==> config.mk <==
export PLATFORM = sky130hd
export DESIGN_NAME = seg_scan_ctrl
export DESIGN_NICKNAME = d
export VERILOG_FILES = /design/src/rtl/seg_scan_ctrl.sv
export SDC_FILE = /design/constraint.sdc
export NUM_CORES = 1
export LEC_CHECK = 0
export ABC_AREA = 1
export BUFFER_PORTS_ARGS = -buffer_cell sky130_fd_sc_hd__buf_2
export CORE_MARGIN = 3
export CORE_UTILIZATION = 55
export DETAILED_ROUTE_END_ITERATION = 12
export HOLD_SLACK_MARGIN = 0.1
export PLACE_DENSITY = 0.77
export SLEW_MARGIN = 20
export SYNTH_ARGS = -nofsm -noshare
export SYNTH_HDL_FRONTEND = slang
export SYNTH_SLANG_ARGS = --single-unit
export TNS_END_PERCENT = 10
==> constraint.sdc <==
create_clock -name CLK -period 3.8 [get_ports CLK]
set_clock_uncertainty 0.05 [all_clocks]
set_input_delay 0.95 -clock CLK [delete_from_list [all_inputs] [get_ports CLK]]
set_output_delay 0.95 -clock CLK [all_outputs]
set_load 0.05 [all_outputs]
==> src/rtl/seg_scan_ctrl.sv <==
// Four-digit multiplexed 7-segment scan controller with frame-synchronous
// double-buffered data. Optional macro LEADING_ZERO_BLANK_EN blanks leading zeros.
module seg_scan_ctrl #(
  parameter int unsigned DIV_CNT = 100000
) (
  input  logic        CLK,
  input  logic        RST,
  input  logic        EN,
  input  logic        LD,
  input  logic [15:0] DATA,
  output logic        PEND,
  output logic [3:0]  an,
  output logic [3:0]  DIGIT,
  output logic        FRAME
);

  localparam int unsigned CNT_W   = $clog2(DIV_CNT);
  localparam int unsigned IDX_W   = 2;
  localparam int unsigned DATA_W  = 16;
  localparam logic [CNT_W-1:0] CNT_MAX = CNT_W'(DIV_CNT - 1);

  logic [CNT_W-1:0]  cnt_q, cnt_d;
  logic [IDX_W-1:0]  idx_q, idx_d;
  logic [DATA_W-1:0] active_q, active_d;
  logic [DATA_W-1:0] pending_q, pending_d;
  logic              pend_q, pend_d;
  logic              frame_q, frame_d;
  logic              tick, wrap, xfer;

  always_ff @(posedge CLK or posedge RST) begin
    if (RST) begin
      cnt_q     <= '0;
      idx_q     <= '0;
      active_q  <= '0;
      pending_q <= '0;
      pend_q    <= 1'b0;
      frame_q   <= 1'b0;
    end else begin
      cnt_q     <= cnt_d;
      idx_q     <= idx_d;
      active_q  <= active_d;
      pending_q <= pending_d;
      pend_q    <= pend_d;
      frame_q   <= frame_d;
    end
  end

  // Prescaler, digit index, and pending->active handoff at frame boundaries
  always_comb begin
    cnt_d     = cnt_q;
    idx_d     = idx_q;
    active_d  = active_q;
    pending_d = pending_q;
    pend_d    = pend_q;
    tick      = 1'b0;
    wrap      = 1'b0;
    xfer      = 1'b0;

    if (EN) begin
      tick = (cnt_q == CNT_MAX);
      if (tick) begin
        cnt_d = '0;
        idx_d = idx_q + IDX_W'(1);
      end else begin
        cnt_d = cnt_q + CNT_W'(1);
      end
    end else begin
      cnt_d = '0;
      idx_d = '0;
    end

    wrap = tick && (idx_q == IDX_W'(3));
    xfer = wrap || (!EN && pend_q);

    if (xfer) begin
      active_d = pending_q;
      pend_d   = 1'b0;
    end
    // A load on the transfer edge wins the pending slot; active still gets the old value
    if (LD) begin
      pending_d = DATA;
      pend_d    = 1'b1;
    end

    frame_d = wrap;
  end

`ifdef LEADING_ZERO_BLANK_EN
  logic [IDX_W-1:0] msd_pos;

  // Highest digit position holding a nonzero nibble; digit 0 always counts
  always_comb begin
    msd_pos = '0;
    if (active_q[15:12] != 4'h0)     msd_pos = IDX_W'(3);
    else if (active_q[11:8] != 4'h0) msd_pos = IDX_W'(2);
    else if (active_q[7:4] != 4'h0)  msd_pos = IDX_W'(1);
  end
`endif

  // Display decode depends only on registered state and EN
  always_comb begin
    an    = 4'b1111;
    DIGIT = 4'h0;
    if (EN) begin
      an[idx_q] = 1'b0;
      DIGIT     = active_q[{idx_q, 2'b00} +: 4];
`ifdef LEADING_ZERO_BLANK_EN
      if (idx_q > msd_pos) an = 4'b1111;
`endif
    end
  end

  assign PEND  = pend_q;
  assign FRAME = frame_q && EN;

endmodule
==> results.toml, run 1 <==
[run_status]
outcome = "finished clean"

[cts]
cts_tree = "done"
clk_latency_ns = 0.31
clockRootBuffer = "clkbuf_8"
cts_resized = 0
postCtsSetupRepairBufs = 0
clock-sinks = 53
cts.reportedPaths.clkPinSlew_ns = 0.10
cts.path.max_buffers = 2
cts_buffers = 5
ctsHoldBuffers = 0
cts-htree-levels = 2

[worst_setup_path]
cpPeakStageDelay_ns = 0.29
start_kind = "primary input"
path_common_cell = "buf_2"
end_kind = "output pin"
slowest_stage = "buf_2"
cp_max_fo = 14
crit_family = "buffers and inverters"
path_cells = "buf_2, inv_1, a21oi_1, buf_2"
cp.buffers_inverters = 3
critical_path_class = "primary input to output pin"
worstPathRequired_ns = 2.80
rr_worst_depth = 7
reg2reg_slack_ns = 2.02
crit_cells = 4
worstPathArrival_ns = 1.97

[floorplan]
start_util_pct = 59.9
die_width_um = 73.6
die_h_um = 73.6
fp-row-count = 23
core-area_mm2 = 0.00420
die-area_mm2 = 0.00542
io_pins = 30

[placement]
port_buffers = 29
hpwl_um = 3530
gp_congestion = 0.912
post-place-ws_ns = 0.841

[synthesis]
synth.distinct_cells = 24
synth_fa_ha_area_share_pct = 2.49
avgSynthCellArea_um2 = 8.03
synthSimpleGateAreaFrac_pct = 34.0
synth_warnings = 0
yosysSeqAreaShare_pct = 52.7
synth_top_family_by_area = "simple AND/OR/NAND/NOR gates"
netlist_area_mm2 = 0.00251
yosys-mux-area-fraction_pct = 0
yosys.area_share.xor_xnor_pct = 3.13
ys_seq_elements = 53
syn_nets = 338
synthCells = 313
synth_compound_area_share_pct = 3.08

[timing]
period_share_pct = 78.2
slew_headroom_pct = 41.7
rsz0062_at_grt = "no"
min_period_ns = 2.97
fmax_ghz = 0.336
worst_slew_pin_slew_ns = 0.874
fin_setup_tns_ns = 0
finalSetupViolCount = 0
hold_viol = 0
layout_setup_ws_ns = 0.828
drv_slew = 0

[power_and_ir_drop]
power_density_mw_per_mm2 = 430
p_comb_share_pct = 14.4
sw_frac_of_total_pct = 28.5
p_sw_mw = 0.343
p_leak_nw = 1.42
intPower_mw = 0.860
pwr-share-clk_pct = 32.2
vdd_drop_max_mv = 0.304
pwr-share-seq_pct = 53.4

[drt]
drtAntennaViolNets = 0
routed_wirelength_um = 4880
wl_per_cell_um = 12.5
drtPass1Iterations = 4
drt_iter0_drc = 102
vias = 2030
vias_per_cell = 5.19
drc_errors = 0

[cells_and_area]
fin_util_pct = 66.5
mostFrequentLayoutCell = "nand2_1"
synthToLayoutAreaGrowth_pct = 11.1
layout_common_cells = "nand2_1, dfrtp_1, nor2_1, nand3_1, buf_2"
finalNetCount = 365
num_antenna_cells = 0
drive_gt1_share_pct = 13.2

[global_routing]
track_usage_pct = 21.1
grt_pass1_vias = 1907
grt_pass1_wl_um = 8740
gr-total-overflow = 0
grt_max_degree = 54
antenna_found_initial = 0

[worst_hold_path]
min_path_type = "register to register"
min_path_cells = 1

[job]
drv_cap = 0
-- logic make-up after synthesis --
kind of cell	after synthesis
AOI/OAI and AO/OA	15
xor gates and xnor gates	9
adders and majority gates	5
buffers and inverters	28
DFF	53
and+or+nand+nor	203
-- path summary, 6_finish.rpt --
kind,end,from
worst max-delay path,DIGIT[1],EN
worst min-delay path,cnt_q[0],cnt_q[0]
worst max register to register,active_q[10],cnt_q[0]
worst min register to register,cnt_q[0],cnt_q[0]
max in group asynchronous,pending_q[13],RST
min in group asynchronous,cnt_q[0],RST
-- state kept, by name (all words and copies together), names as in the netlist --
| signal | flops |
|---|---|
| frame_q | 1 |
| pending_q | 16 |
| cnt_q | 17 |
| active_q | 16 |
| idx_q | 2 |
| PEND | 1 |
-- per-layer routing --
metal | GRT usage (%) | share of wire [%] | wire [um]
met5 | 0 | 0 | 0
met4 | 9.66 | 2.7 | 132
met3 | 4.10 | 4.0 | 196
met2 | 32.9 | 49 | 2380
met1 | 28.5 | 45 | 2180
-- stage by stage --
stage	cells	hold WS (ns)	power, mW	cell area [um^2]
after CTS	391	0.423	1.21	2790
after global placement	383	0.400	0.824	2680
final	391	0.422	1.20	2800
after global routing	391	0.451	1.27	2800
after floorplan	313	0.383	0.781	2510
after detailed placement	383	0.407	0.828	2680
-- synth_stat cells --
library cell / n / area, um^2
ha_1: 5 / 62.6
o21ai_0: 10 / 50.1
xnor2_1: 2 / 17.5
nand2_4: 1 / 11.3
nor3_1: 4 / 20.0
nor2_2: 3 / 18.8
nand2_1: 111 / 417
nand4_1: 1 / 6.26
nand4_4: 1 / 21.3
inv_1: 16 / 60.1
nand2_2: 2 / 12.5
buf_6: 1 / 11.3
dfrtp_1: 53 / 1330
xor2_1: 7 / 61.3
nand3_1: 30 / 150
nor3b_1: 2 / 15.0
buf_2: 2 / 10.0
a21oi_1: 4 / 20.0
clkbuf_1: 5 / 18.8
nor2_1: 47 / 176
o21bai_1: 1 / 7.51
buf_1: 1 / 3.75
nor4_1: 1 / 6.26
clkinv_1: 3 / 11.3
-- power by group through the flow --
| stage | registers (mW) | clock network, mW | logic, mW |
|---|---|---|---|
| floorplan | 0.644 | 0 | 0.137 |
| global placement | 0.652 | 0 | 0.172 |
| detailed placement | 0.654 | 0 | 0.174 |
| CTS | 0.642 | 0.393 | 0.176 |
| global route | 0.649 | 0.420 | 0.198 |
| finish | 0.642 | 0.388 | 0.173 |
-- area by class of cell --
type                            instances  area [um^2]
Multi-Input combinational cell        232         1070
Tap cell                               50         62.6
Sequential cell                        53         1330
Fill cell                             359         1410
Timing Repair Buffer                   29          145
Clock buffer                            5         68.8
Clock inverter                          3         46.3
Inverter                               19         72.6
(Power assumes the default switching activity.)
==> run 2, diff against run 1 <==
==> constraint.sdc (replaced) <==
create_clock -name CLK -period 3.1 [get_ports CLK]
set_clock_uncertainty 0.05 [all_clocks]
set_input_delay 0.775 -clock CLK [delete_from_list [all_inputs] [get_ports CLK]]
set_output_delay 0.775 -clock CLK [all_outputs]
set_load 0.05 [all_outputs]
==> run 2 against run 1 <==
Net effect: first-iteration DRC count up 26%; non-clock buffer count up 1; critical path depth unchanged; final cell count up 0.26%; register-to-register slack worse by 0.68 ns; utilization up 0.18 points; combinational power up 25%; sequential share of layout area down 0.13 points; clock power up 21%; routed wire length up 1.5%; critical path type is now register to output pin.
==> results.toml, run 2 (synthesis gave the netlist of run 1 again) <==
[cts]
cts_buffers = 5
clk_latency_ns = 0.29
postCtsSetupRepairBufs = 0
ctsHoldBuffers = 0
cts-htree-levels = 2
cts.reportedPaths.clkPinSlew_ns = 0.09
clockRootBuffer = "clkbuf_8"
clock-sinks = 53
cts_resized = 0
cts.path.max_buffers = 2
cts_tree = "done"

[placement]
gp_congestion = 0.916
post-place-ws_ns = 0.523
dp_cells = 384
hpwl_um = 3670
port_buffers = 29

[timing]
fin_setup_tns_ns = 0
worst_slew_pin_slew_ns = 0.654
min_period_ns = 2.65
period_share_pct = 85.4
layout_setup_ws_ns = 0.454
hold_ws_ns = 0.417
fmax_ghz = 0.378
slew_headroom_pct = 56.4
finalSetupViolCount = 0
rsz0062_at_grt = "no"
hold_viol = 0
drv_slew = 0

[cells_and_area]
finalNetCount = 366
drive_gt1_share_pct = 13.2
mostFrequentLayoutCell = "nand2_1"
num_antenna_cells = 0
largest_reg_flops = 17
top_regs = "cnt_q x17, active_q x16, pending_q x16"
seqCellArea_mm2 = 0.00133
layout_common_cells = "nand2_1, dfrtp_1, nor2_1, nand3_1, buf_2"
synthToLayoutAreaGrowth_pct = 11.4
num-fill-cells = 370
multi_input_area_mm2 = 0.00107
top_register = "cnt_q"
stdcell_count = 392

[global_routing]
track_usage_pct = 20.6
grt_pass1_vias = 1963
grt_pass1_wl_um = 8730
gr-total-overflow = 0
antenna_found_initial = 0
grt_max_degree = 54

[drt]
drt_iter0_drc = 129
vias_per_cell = 5.19
drtAntennaViolNets = 0
drc_errors = 0
wl_per_cell_um = 12.6
drtPass1Iterations = 4
routed_wirelength_um = 4950
vias = 2034

[worst_setup_path]
worstPathArrival_ns = 1.82
critical_path_class = "register to output pin"
worstPathRequired_ns = 2.27
reg2reg_slack_ns = 1.34
end_kind = "output pin"
start_kind = "register"
cp_max_fo = 12

[floorplan]
start_util_pct = 59.9
die-area_mm2 = 0.00542
fp-row-count = 23
die_h_um = 73.6
die_width_um = 73.6
io_pins = 30
core-area_mm2 = 0.00420

[power_and_ir_drop]
vdd_drop_max_mv = 0.411
power_density_mw_per_mm2 = 526
p_total_mw = 1.47
p_leak_nw = 1.43

[run_status]
outcome = "finished clean"

[job]
drv_cap = 0

[worst_hold_path]
min_path_type = "register to register"
run 2: cell types whose count changed in the layout (fill, tap and decap cells not counted):
cell and delta:
clkinv_2 -1, clkinvlp_4 -1, buf_4 +1, inv_2 +1
clkinv_4 -1, clkbuf_8 +1, clkbuf_1 +1
run 2: worst paths after layout:
| path | start | endpoint | cells past startpoint |
|---|---|---|---|
| worst max-delay path | idx_q[0] | an[0] | 4 |
| worst min-delay path | cnt_q[0] | cnt_q[0] | 1 |
| worst max register to register | cnt_q[0] | cnt_q[16] | 8 |
| worst min register to register | cnt_q[0] | cnt_q[0] | 1 |
| max in group asynchronous | RST | active_q[6] | 3 |
| min in group asynchronous | RST | cnt_q[3] | 3 |
run 2: per-layer routing:
layer	vias up	global-route usage (%)	wire, um
met5	-	0	0
met4	0	8.25	145
met3	14	3.42	177
met2	50	34.6	2500
met1	935	26.3	2130
li1	1035	-	-
run 2: where the power goes:
group	leakage (nW)	total (mW)	internal [mW]	switching (mW)
Combinational	0.687	0.216	0.0671	0.149
Sequential	0.682	0.789	0.747	0.0416
Clock	0.0585	0.470	0.263	0.206
Total	1.43	1.47	1.08	0.397
run 2: area by class of cell:
type,instances,share of cell area (%)
Sequential cell,53,47.3
Multi-Input combinational cell,232,38.3
Timing Repair Buffer,30,5.45
Clock buffer,7,3.08
Inverter,19,2.54
Tap cell,50,2.23
Clock inverter,1,1.07
run 2: metrics by stage:
| step | util, % | cell area, um^2 |
|---|---|---|
| finish | 66.7 | 2800 |
| global route | 66.7 | 2800 |
| CTS | 66.7 | 2800 |
| detailed placement | 63.9 | 2690 |
| global placement | 63.9 | 2690 |
| floorplan | - | 2510 |
run 2: worst max-delay path: stages, from the launching register on:
cell	delay (ns)
dfrtp_1	0.56
clkinv_1	0.34
ha_1	0.31
nand2_1	0.06
buf_2	0.25
